<file path="config.mk">
export PLATFORM = sky130hd
export DESIGN_NAME = fwnoc_ep_rx
export DESIGN_NICKNAME = d
export VERILOG_FILES = /design/src/rtl/fwnoc_ep_rx.sv
export SDC_FILE = /design/constraint.sdc
export NUM_CORES = 1
export LEC_CHECK = 0
export ABC_AREA = 1
export CAP_MARGIN = 20
export CORE_AREA = 4 4 80 82
export CTS_CLUSTER_SIZE = 24
export DETAILED_ROUTE_END_ITERATION = 8
export DIE_AREA = 0 0 84 86
export GPL_TIMING_DRIVEN = 0
export PLACE_DENSITY = 0.85
export SLEW_MARGIN = 20
export SYNTH_ARGS = -nofsm -noshare
export SYNTH_HDL_FRONTEND = slang
export SYNTH_SLANG_ARGS = --single-unit
</file>
<file path="constraint.sdc">
create_clock -name clock -period 2.3 [get_ports clock]
set_clock_uncertainty 0.05 [all_clocks]
set_input_delay 0.345 -clock clock [delete_from_list [all_inputs] [get_ports clock]]
set_output_delay 0.345 -clock clock [all_outputs]
set_load 0.01 [all_outputs]
</file>
<file path="src/rtl/fwnoc_ep_rx.sv">
// fwnoc mesh endpoint receiver: parses header flits and forwards payload flits as a registered stream.
// Optional destination check enabled by defining FWNOC_EP_RX_CHECK_EN (counts and drops misrouted packets).
module fwnoc_ep_rx #(
    parameter int X_ID = 0,
    parameter int Y_ID = 0
) (
    input  logic        clock,
    input  logic        reset_n,
    input  logic [31:0] e_dat,
    input  logic        e_valid,
    output logic        e_ready,
    output logic [31:0] o_dat,
    output logic        o_valid,
    input  logic        o_ready,
    output logic        o_last,
    output logic        hdr_valid,
    output logic [7:0]  hdr_src,
    output logic [7:0]  hdr_len,
    output logic [15:0] err_cnt
);

    typedef enum logic [1:0] {
        S_HDR  = 2'd0,
        S_PAY  = 2'd1,
        S_DROP = 2'd2
    } state_t;

    state_t     r_state;
    logic [7:0] r_rem;
    logic       r_rdy_en;
    logic       w_o_free;
    logic       w_e_xfer;
    logic       w_mis;

    assign w_o_free = !o_valid || o_ready;
    // e_ready must read 0 while in reset, hence the enable flop rather than a constant
    assign e_ready  = r_rdy_en && ((r_state != S_PAY) || w_o_free);
    assign w_e_xfer = e_valid && e_ready;

`ifdef FWNOC_EP_RX_CHECK_EN
    localparam logic [7:0] L_X = X_ID[7:0];
    localparam logic [7:0] L_Y = Y_ID[7:0];

    assign w_mis = (e_dat[7:0] != L_X) || (e_dat[15:8] != L_Y);

    always_ff @(posedge clock or negedge reset_n) begin
        if (!reset_n) begin
            err_cnt <= 16'h0000;
        end else if (r_state == S_HDR && w_e_xfer && w_mis && err_cnt != 16'hFFFF) begin
            err_cnt <= err_cnt + 16'h0001;
        end
    end
`else
    assign w_mis   = 1'b0;
    assign err_cnt = 16'h0000;
`endif

    always_ff @(posedge clock or negedge reset_n) begin
        if (!reset_n) begin
            r_state   <= S_HDR;
            r_rem     <= 8'h00;
            r_rdy_en  <= 1'b0;
            o_dat     <= 32'h0000_0000;
            o_valid   <= 1'b0;
            o_last    <= 1'b0;
            hdr_valid <= 1'b0;
            hdr_src   <= 8'h00;
            hdr_len   <= 8'h00;
        end else begin
            r_rdy_en  <= 1'b1;
            hdr_valid <= 1'b0;
            if (o_valid && o_ready) begin
                o_valid <= 1'b0;
            end
            case (r_state)
                S_HDR: begin
                    if (w_e_xfer) begin
                        hdr_src   <= e_dat[31:24];
                        hdr_len   <= e_dat[23:16];
                        r_rem     <= e_dat[23:16];
                        hdr_valid <= 1'b1;
                        if (e_dat[23:16] == 8'h00) begin
                            r_state <= S_HDR;
                        end else if (w_mis) begin
                            r_state <= S_DROP;
                        end else begin
                            r_state <= S_PAY;
                        end
                    end
                end
                S_PAY: begin
                    if (w_e_xfer) begin
                        o_dat   <= e_dat;
                        o_valid <= 1'b1;
                        o_last  <= (r_rem == 8'h01);
                        r_rem   <= r_rem - 8'h01;
                        if (r_rem == 8'h01) begin
                            r_state <= S_HDR;
                        end
                    end
                end
                S_DROP: begin
                    if (w_e_xfer) begin
                        r_rem <= r_rem - 8'h01;
                        if (r_rem == 8'h01) begin
                            r_state <= S_HDR;
                        end
                    end
                end
                default: begin
                    r_state <= S_HDR;
                end
            endcase
        end
    end

endmodule

</file>
-- After elaboration in Yosys (flattened, before gate mapping)
Index checks and enable logic that the tools add are counted.
- output and inout bits: 68
- bits in registers: 62
- input port bits: 36
- word-level logic and storage cells: 44
- add/subtract/negate cells: 1
- mux-type cells: 13
- equality and inequality tests: 7
- reduce and logical (&&, ||, !) cells: 14
- operator list (cell ; count):
    $mux 8 ; 2
    $pmux 8 s2 ; 1
    $eq 8x1->1 const B ; 1
    $logic_not 8->1 ; 1
    $sub 8x1->8 const B ; 1
    $mux 1 ; 6
    $mux 2 ; 3
    $ne 2x1->1 const B ; 3
    $reduce_and 3->1 ; 2
    $pmux 2 s2 ; 1
    $reduce_and 2->1 ; 2
    $logic_and 1x1->1 ; 3
    $eq 2x1->1 const B ; 1
    $eq 2x2->1 const B ; 1
    $logic_not 2->1 ; 1
    $logic_or 1x1->1 ; 2
    $ne 2x2->1 const B ; 1
    $reduce_bool 2->1 ; 1
    $reduce_or 2->1 ; 1
    $logic_not 1->1 ; 1

-- Logic depth before layout (Yosys ltp)
Gate-level depths: netlist of the first run.
- depth in word-level cells: 7
- depth in mapped cells: 7
- depth with buffers taken out: 7

-- Least setup slack after synthesis of the first run
OpenSTA, ideal clock, no wires.
- kind: register to register
- start: register r_rem[0]
- end: register r_rem[6]
- setup slack: 1126 ps
- setup time: 119 ps
- arrival time: 1005 ps
- buffers on the path: 0
- cell stages (with the launch flop): 8
- period minus slack after synthesis: 1174 ps
- data required time: 2131 ps
- cells stage by stage: dfrtp_1 -> inv_1 -> ha_1 -> inv_1 -> o21ai_0 -> nand2_1 -> nand2_1 -> nand2_1
- longest elaborated chain between the ends: 3
- ends and longest elaborated chain (what ; RTL line ; RTL):
    start, declared ; 29 ; logic [7:0] r_rem;
    start signal, assigned ; 80 ; r_rem <= e_dat[23:16];
    start signal, assigned ; 96 ; r_rem <= r_rem - 8'h01;
    start signal, assigned ; 104 ; r_rem <= r_rem - 8'h01;
    $sub 8x1->8 ; 96, 104 ;
    $mux 8 ; 92, 103 ;
    $pmux 8 s2 ; 75 ; case (r_state)
No other way between the ends. The select of a mux whose other input is x is not followed.
A chain may end at the register's enable or synchronous reset.

-- Final worst setup path of the first run
- start: input port o_ready
- end: output port e_ready
- longest elaborated chain between the ends: 3
- ends and longest elaborated chain (what ; RTL line ; RTL):
    start, declared ; 14 ; input logic o_ready,
    $logic_or 1x1->1 ; 35 ; assign w_o_free = !o_valid || o_ready;
    $logic_or 1x1->1 ; 37 ; assign e_ready = r_rdy_en && ((r_state != S_PAY) || w_o_free);
    $logic_and 1x1->1 ; 37 ;
    end, declared ; 11 ; output logic e_ready,
No other way between the ends.

==> results.md, run 1 <==
* Internal at between 2000 and 3000 uW
* DR iter-0 viols at 130
* Global placement routability congestion at slightly below 0.8
* Gr ovfl total at 0
* Final period util at roughly 87%
* Largest net degree at the start of global routing at 40
* Worst min path class: in -> async
* Number of global-route vias before repair at 2360
* CTS Sinks at 61
* DR vias/cell at 4.577
* Post-synth top area cell: dfrtp_1
* Fin crit period at around 2 ns
* Fraction of registers with async set/reset at between 90% and 100%
* Status: complete, no violations
* Worst r2r path cells at 5
* Power density cells at approximately 1100 nW/um^2
* Commonest cells in the synthesized netlist: 133 x nand2_1, 61 x dfrtp_1, 24 x inv_1, 18 x nor2_1, 16 x buf_4
* Post-Layout Inst Area at 3855 um^2
* Post-synth EDFFs at 0
* Proportion of synthesized chip area in sequential cells at approximately 58%
* XOR/XNOR Fraction of Synth Area at less than 1%
* Clock latency on the worst-skew pair at 0.33 ns
* Worst vdd ir at 522.8 uV
* Switching part of the total power at 33.23%
* Pre-Repair DR Iteration Count at 4
* Initial Utilization at 45.97%
* Endpoints failing setup at 0
* Final ANT Viol Nets at 0
* Nets@finish at between 400 and 500
* GRT Util Overall at a little under a fifth
* Chip Height at 86 um
* Compound-Gate Fraction of Synth Area at 6.158%
* NetSw at 1354 uW
* Post-synthesis register bit count at 61
* F_max at 0.5010 GHz
* R2r setup slk at 0.98 ns
* Seq pwr share at 41.3%
* Synth unique cells at 20
* CTS tree: done
* Post-Layout Cell Count at 503
* DP Worst Slack at 0.3089 ns
* Yosys warns at 0
* Critical Setup Path Class: in -> out
* PortBufs at 87
* Cell area after synthesis at ~2600 um^2
* Die X at approximately 84 um
* MaxCap Viol Count at 0
* Setup ws final at 0.3040 ns
* Die area at ~7200 um^2
* Adder-Cell Fraction of Synth Area at 0.9474%
* Reg-to-reg endpoint: o_dat[3]$_DFFE_PN0P_
* I/O Pins at 104
* Cts-stage hold buffer count at 1
* Pleak at approximately 0.0020 uW
* Row Count at 28
* Crit Path Max Fanout at 2
* Post-DP Area at 3680 um^2
* Initial antenna violation count at 0
* CP Data Arrival Time at 1.60 ns
* Detailed Place HPWL at around 4.8 mm
* Power share of the clock group at 20.0%
* Final hold violation count at 0
* Layout cells sized above 1 at 9.813%
* Residual DRC at 0
* RSZ-0062 raised after global routing: no
* Main synth FF type: dfrtp_1
* Synth Area in Simple Gates at between 20% and 30%
* Reg clk slew, reported paths at roughly 0.060 ns
* Most common cell in the synthesized netlist: nand2_1
* Post-CTS setup buffers at 0
* Final wirelength at 6.391 mm
* Core ar. at 5746 um^2
* Syn avg cell area at ~8.5 um^2
* Via Count at around 2300
* Mapped Cells at 310
* Inserted Clock Buffers at 9
* First-pass GRT wire length at between 10 and 15 mm
* Placed instance count at between 400 and 500
* Gate power share at approximately 39%
* Main combinational cell family by area after synthesis: simple AND/OR/NAND/NOR gates
* CTS root buffer: clkbuf_8
* Largest cells by area after synthesis: dfrtp_1 58%, nand2_1 19%, buf_4 4.5%
* # diodes at 0
* P&R area growth vs syn at 45.95%
* Mux contribution to synthesized area at 0%
* Critical Path RT at 1.90 ns
* H-tree levels at 3
* Setup crit end kind: primary output
* Max-slew violation count at 0
* Post-CTS Resized at 0
* Top cell type's share of synthesized area at 57.79%
* Longest Clk Path Bufs at 2
* R2r startpoint: o_valid$_DFF_PN0_
* Routed len/inst at 12.71 um
* Critical Path Start Type: input port
## cells in the final DEF (no fill, tap or decap), drive strengths merged, types with 8 or more instances in the layout
master	n
nand2	133
clkdlybuf4s50	86
dfrtp	61
buf	26
inv	25
o21ai	25
nor2	18
conb	17
clkbuf	14
nand3	8
## metal layers
layer / vias to the layer above / share of wire [%] / track usage (%)
met2: 73 / 51 / 32.90
met3: 12 / 8.6 / 6.724
li1: 1150 / - / -
met5: - / 0 / 0
met4: 0 / 1.4 / 6.579
met1: 1067 / 39 / 20.53
## area by class of cell
cell class              instances  area, um^2
fillers                       474        1891
flip-flops and latches         61        1526
repair buffers                 89       898.4
multi-input cells             213       897.1
plain buffers                  26       180.2
clock buffers                  12       155.1
inverters                      25       93.84
well taps                      75       93.84
clock inverters                 2       10.01
## critical path, cell delays in order
cell and delay, ns:
clkdlybuf4s50_1 0.45, inv_1 0.04, nand3_1 0.10, nand2_1 0.06, inv_1 0.06, clkdlybuf4s50_1 0.54
## per-stage QoR
step	hold WS, ns	util (%)	TNS [ns]	total power [uW]
after CTS	0.4122	67.09	0	4113
final	0.4150	67.09	0	4075
after floorplan	-0.0005911	-	0	2412
after global placement	0.4121	63.74	-63.03	3216
after global routing	0.4431	67.09	0	4369
after detailed placement	0.2138	64.05	0	3285
## state kept, by name, indices dropped and copies added, names as in the netlist
name       count
o_dat         32
o_valid        1
hdr_len        8
hdr_valid      1
o_last         1
r_rem          8
r_rdy_en       1
r_state        1
hdr_src        8
## kinds of logic after synthesis
| group | after synthesis |
|---|---|
| DFF | 61 |
| adders and majority gates | 2 |
| and+or+nand+nor | 162 |
| xor gates and xnor gates | 1 |
| other | 2 |
| buffers and inverters | 51 |
| AOI/OAI and AO/OA | 31 |
## how the worst max path moves through the flow
stage,slack (ns),start,end
global placement,-1.04,reset_n,o_dat[15]$_DFFE_PN0P_
global route,0.22,o_ready,e_ready
CTS,0.30,o_ready,e_ready
floorplan,1.13,r_rem[0]$_DFFE_PN0P_,r_rem[6]$_DFFE_PN0P_
finish,0.30,o_ready,e_ready
detailed placement,0.31,o_ready,e_ready
## power groups by stage
stage | Combinational [uW] | Clock [uW] | Sequential [uW]
after floorplan | 607 | 0 | 1800
after global placement | 1540 | 0 | 1680
after detailed placement | 1590 | 0 | 1690
after CTS | 1600 | 831 | 1680
after global routing | 1760 | 881 | 1730
final | 1580 | 814 | 1680
Power figures use the tool's default switching activity.
==> run 2, diff against run 1 <==
Settings changed: MAX_ROUTING_LAYER from default to met4.
==> run 2 against run 1 <==
Worst hold slack gained 0.0016 ns. Register-to-register slack is essentially flat. Setup slack gained 0.00071 ns. Critical path depth is the same. Count of clock-buffer cells in the layout is the same. Non-clock buffer count is the same. Combinational power is essentially flat. Fmax is essentially flat. Global-route usage grew 0.56 points. Largest cell class unchanged. Largest power group unchanged. Highest routed layer unchanged.
==> results.md, run 2 (same netlist as run 1, synthesis figures left out) <==
* Setup ws final at 0.3047 ns (was 0.3040 ns)
* Worst vdd ir at 523.0 uV (was 522.8 uV)
* CTS root buffer: clkbuf_8 (unchanged)
* Post-Layout Cell Count at 503 (unchanged)
* R2r setup slk at 0.99 ns (was 0.98 ns)
* Crit-path slowest cell: clkdlybuf4s50_1 (unchanged)
* Crit Path Max Fanout at 2 (unchanged)
* First-pass GRT wire length at 10.72 mm (unchanged)
* I/O Pins at 104 (unchanged)
* DR iter-0 viols at 140 (was 130)
* Setup crit end kind: primary output (unchanged)
* Core ar. at 5746 um^2 (unchanged)
* Final period util at 86.75% (was 86.78%)
* Max reg flops at 32 (unchanged)
* Gr ovfl total at 0 (unchanged)
* P&R area growth vs syn at 45.95% (unchanged)
* Initial Utilization at 45.97% (unchanged)
* Largest net degree at the start of global routing at 40 (unchanged)
* Inserted Clock Buffers at 9 (unchanged)
* Pre-Repair DR Iteration Count at 4 (unchanged)
* Setup crit start: o_ready (unchanged)
* CTS tree: done (unchanged)
* Residual DRC at 0 (unchanged)
* Crit-path cells: clkdlybuf4s50_1 > inv_1 > nand3_1 > nand2_1 > inv_1 > clkdlybuf4s50_1 (unchanged)
* Longest Clk Path Bufs at 2 (unchanged)
* MaxCap Viol Count at 0 (unchanged)
* # diodes at 0 (unchanged)
* RSZ-0062 raised after global routing: no (unchanged)
* Final hold violation count at 0 (unchanged)
* Buffer and inverter count on the worst path at 4 (unchanged)
* DP Worst Slack at 0.3089 ns (unchanged)
* Worst min path class: in -> async (unchanged)
* Final ANT Viol Nets at 0 (unchanged)
* Critical Path Start Type: input port (unchanged)
* CP Data Arrival Time at 1.60 ns (about the same)
* H-tree levels at 3 (unchanged)
* Critical Setup Path Class: in -> out (unchanged)
* Clock latency on the worst-skew pair at 0.33 ns (about the same)
* Most frequent cells in the layout: 133 x nand2_1, 86 x clkdlybuf4s50_1, 61 x dfrtp_1 (unchanged)
* DR vias/cell at 4.545 (was 4.577)
* Detailed Place HPWL at 4.790 mm (unchanged)
* Nets@finish at 463 (unchanged)
* Commonest non-fill, non-tap cell in the layout: nand2_1 (unchanged)
* CP max stage delay at 0.54 ns (about the same)
* Global placement routability congestion at 0.7877 (was 0.7771)
* Chip Height at 86 um (unchanged)
* PortBufs at 87 (unchanged)
* Final wirelength at 6.393 mm (was 6.391 mm)
* Reg clk slew, reported paths at 0.06 ns (about the same)
* Final TNS setup at 0 ns (unchanged)
* Layout cells sized above 1 at 9.813% (unchanged)
* GRT Util Overall at 19.09% (was 18.53%)
* Die area at 7224 um^2 (unchanged)
* Dominant delay contributor by cell family on the critical path: buffers and inverters (unchanged)
* Endpoints failing setup at 0 (unchanged)
* Via Count at 2286 (was 2302)
* Power density cells at 1058 nW/um^2 (was 1057 nW/um^2)
* CTS Sinks at 61 (unchanged)
* Placed instance count at 488 (unchanged)
* Die X at 84 um (unchanged)
* Fin crit period at 1.995 ns (was 1.996 ns)
* Number of global-route vias before repair at 2362 (was 2360)
* Routed len/inst at 12.71 um (about the same)
* Initial antenna violation count at 0 (unchanged)
* Max-slew violation count at 0 (unchanged)
* Status: complete, no violations (unchanged)
* Pleak at 0.001986 uW (unchanged)
* Biggest register: o_dat (unchanged)
* R2r startpoint: r_rem[0]$_DFFE_PN0P_ (was o_valid$_DFF_PN0_)
* Critical Path RT at 1.90 ns (about the same)
* Row Count at 28 (unchanged)
* F_max at 0.5012 GHz (was 0.5010 GHz)
[run 2: cell counts in the layout (fill, tap and decap cells not counted)]
Identical to the previous run, type by type.
[run 2: stage by stage]
step / hold WS (ns) / utilization (%) / total power [uW] / area, um^2
6_report: 0.4166 / 67.09 / 4077 / 3855
5_1_grt: 0.4441 / 67.09 / 4368 / 3855
2_1_floorplan: -0.0005911 / - / 2412 / 2698
4_1_cts: 0.4122 / 67.09 / 4113 / 3855
3_5_place_dp: 0.2138 / 64.05 / 3285 / 3680
3_3_place_gp: 0.4121 / 63.74 / 3216 / 3662
[run 2: layer usage]
layer | wire [um] | vias to the layer above | track usage [%]
li1 | - | 1149 | -
met1 | 2609 | 1049 | 21.15
met2 | 3221 | 76 | 33.04
met3 | 472 | 12 | 5.572
met4 | 89 | 0 | 6.579
met5 | 0 | - | -
[run 2: cell type report]
type | count | area [um^2]
clock inverter | 2 | 10.01
clock buffer | 12 | 155.1
inverter | 25 | 93.84
buffer | 26 | 180.2
multi-input combinational | 213 | 897.1
fill | 474 | 1891
tap | 75 | 93.84
sequential | 61 | 1526
timing repair buffer | 89 | 898.4
[run 2: timing repair]
| action | 4_1_cts | 5_1_grt |
|---|---|---|
| resized for setup | 0 | 0 |
| hold buffers | 1 | 0 |
| endpoints found under the hold margin | 22 | 0 |
| setup buffers | 0 | 0 |
[run 2: worst paths after layout]
path                                     endpoint  depth (start not counted)
setup / recovery                          e_ready                          6
hold / removal             hdr_src[1]$_DFFE_PN0P_                          2
setup reg to reg             r_rem[6]$_DFFE_PN0P_                          7
hold reg to reg            hdr_len[0]$_DFFE_PN0P_                          2
max in group asynchronous    o_dat[4]$_DFFE_PN0P_                          3
min in group clock         hdr_len[0]$_DFFE_PN0P_                          2
[run 2: power by group]
part | switching, uW | internal, uW
Combinational | 732 | 846
Sequential | 242 | 1440
Clock | 381 | 434
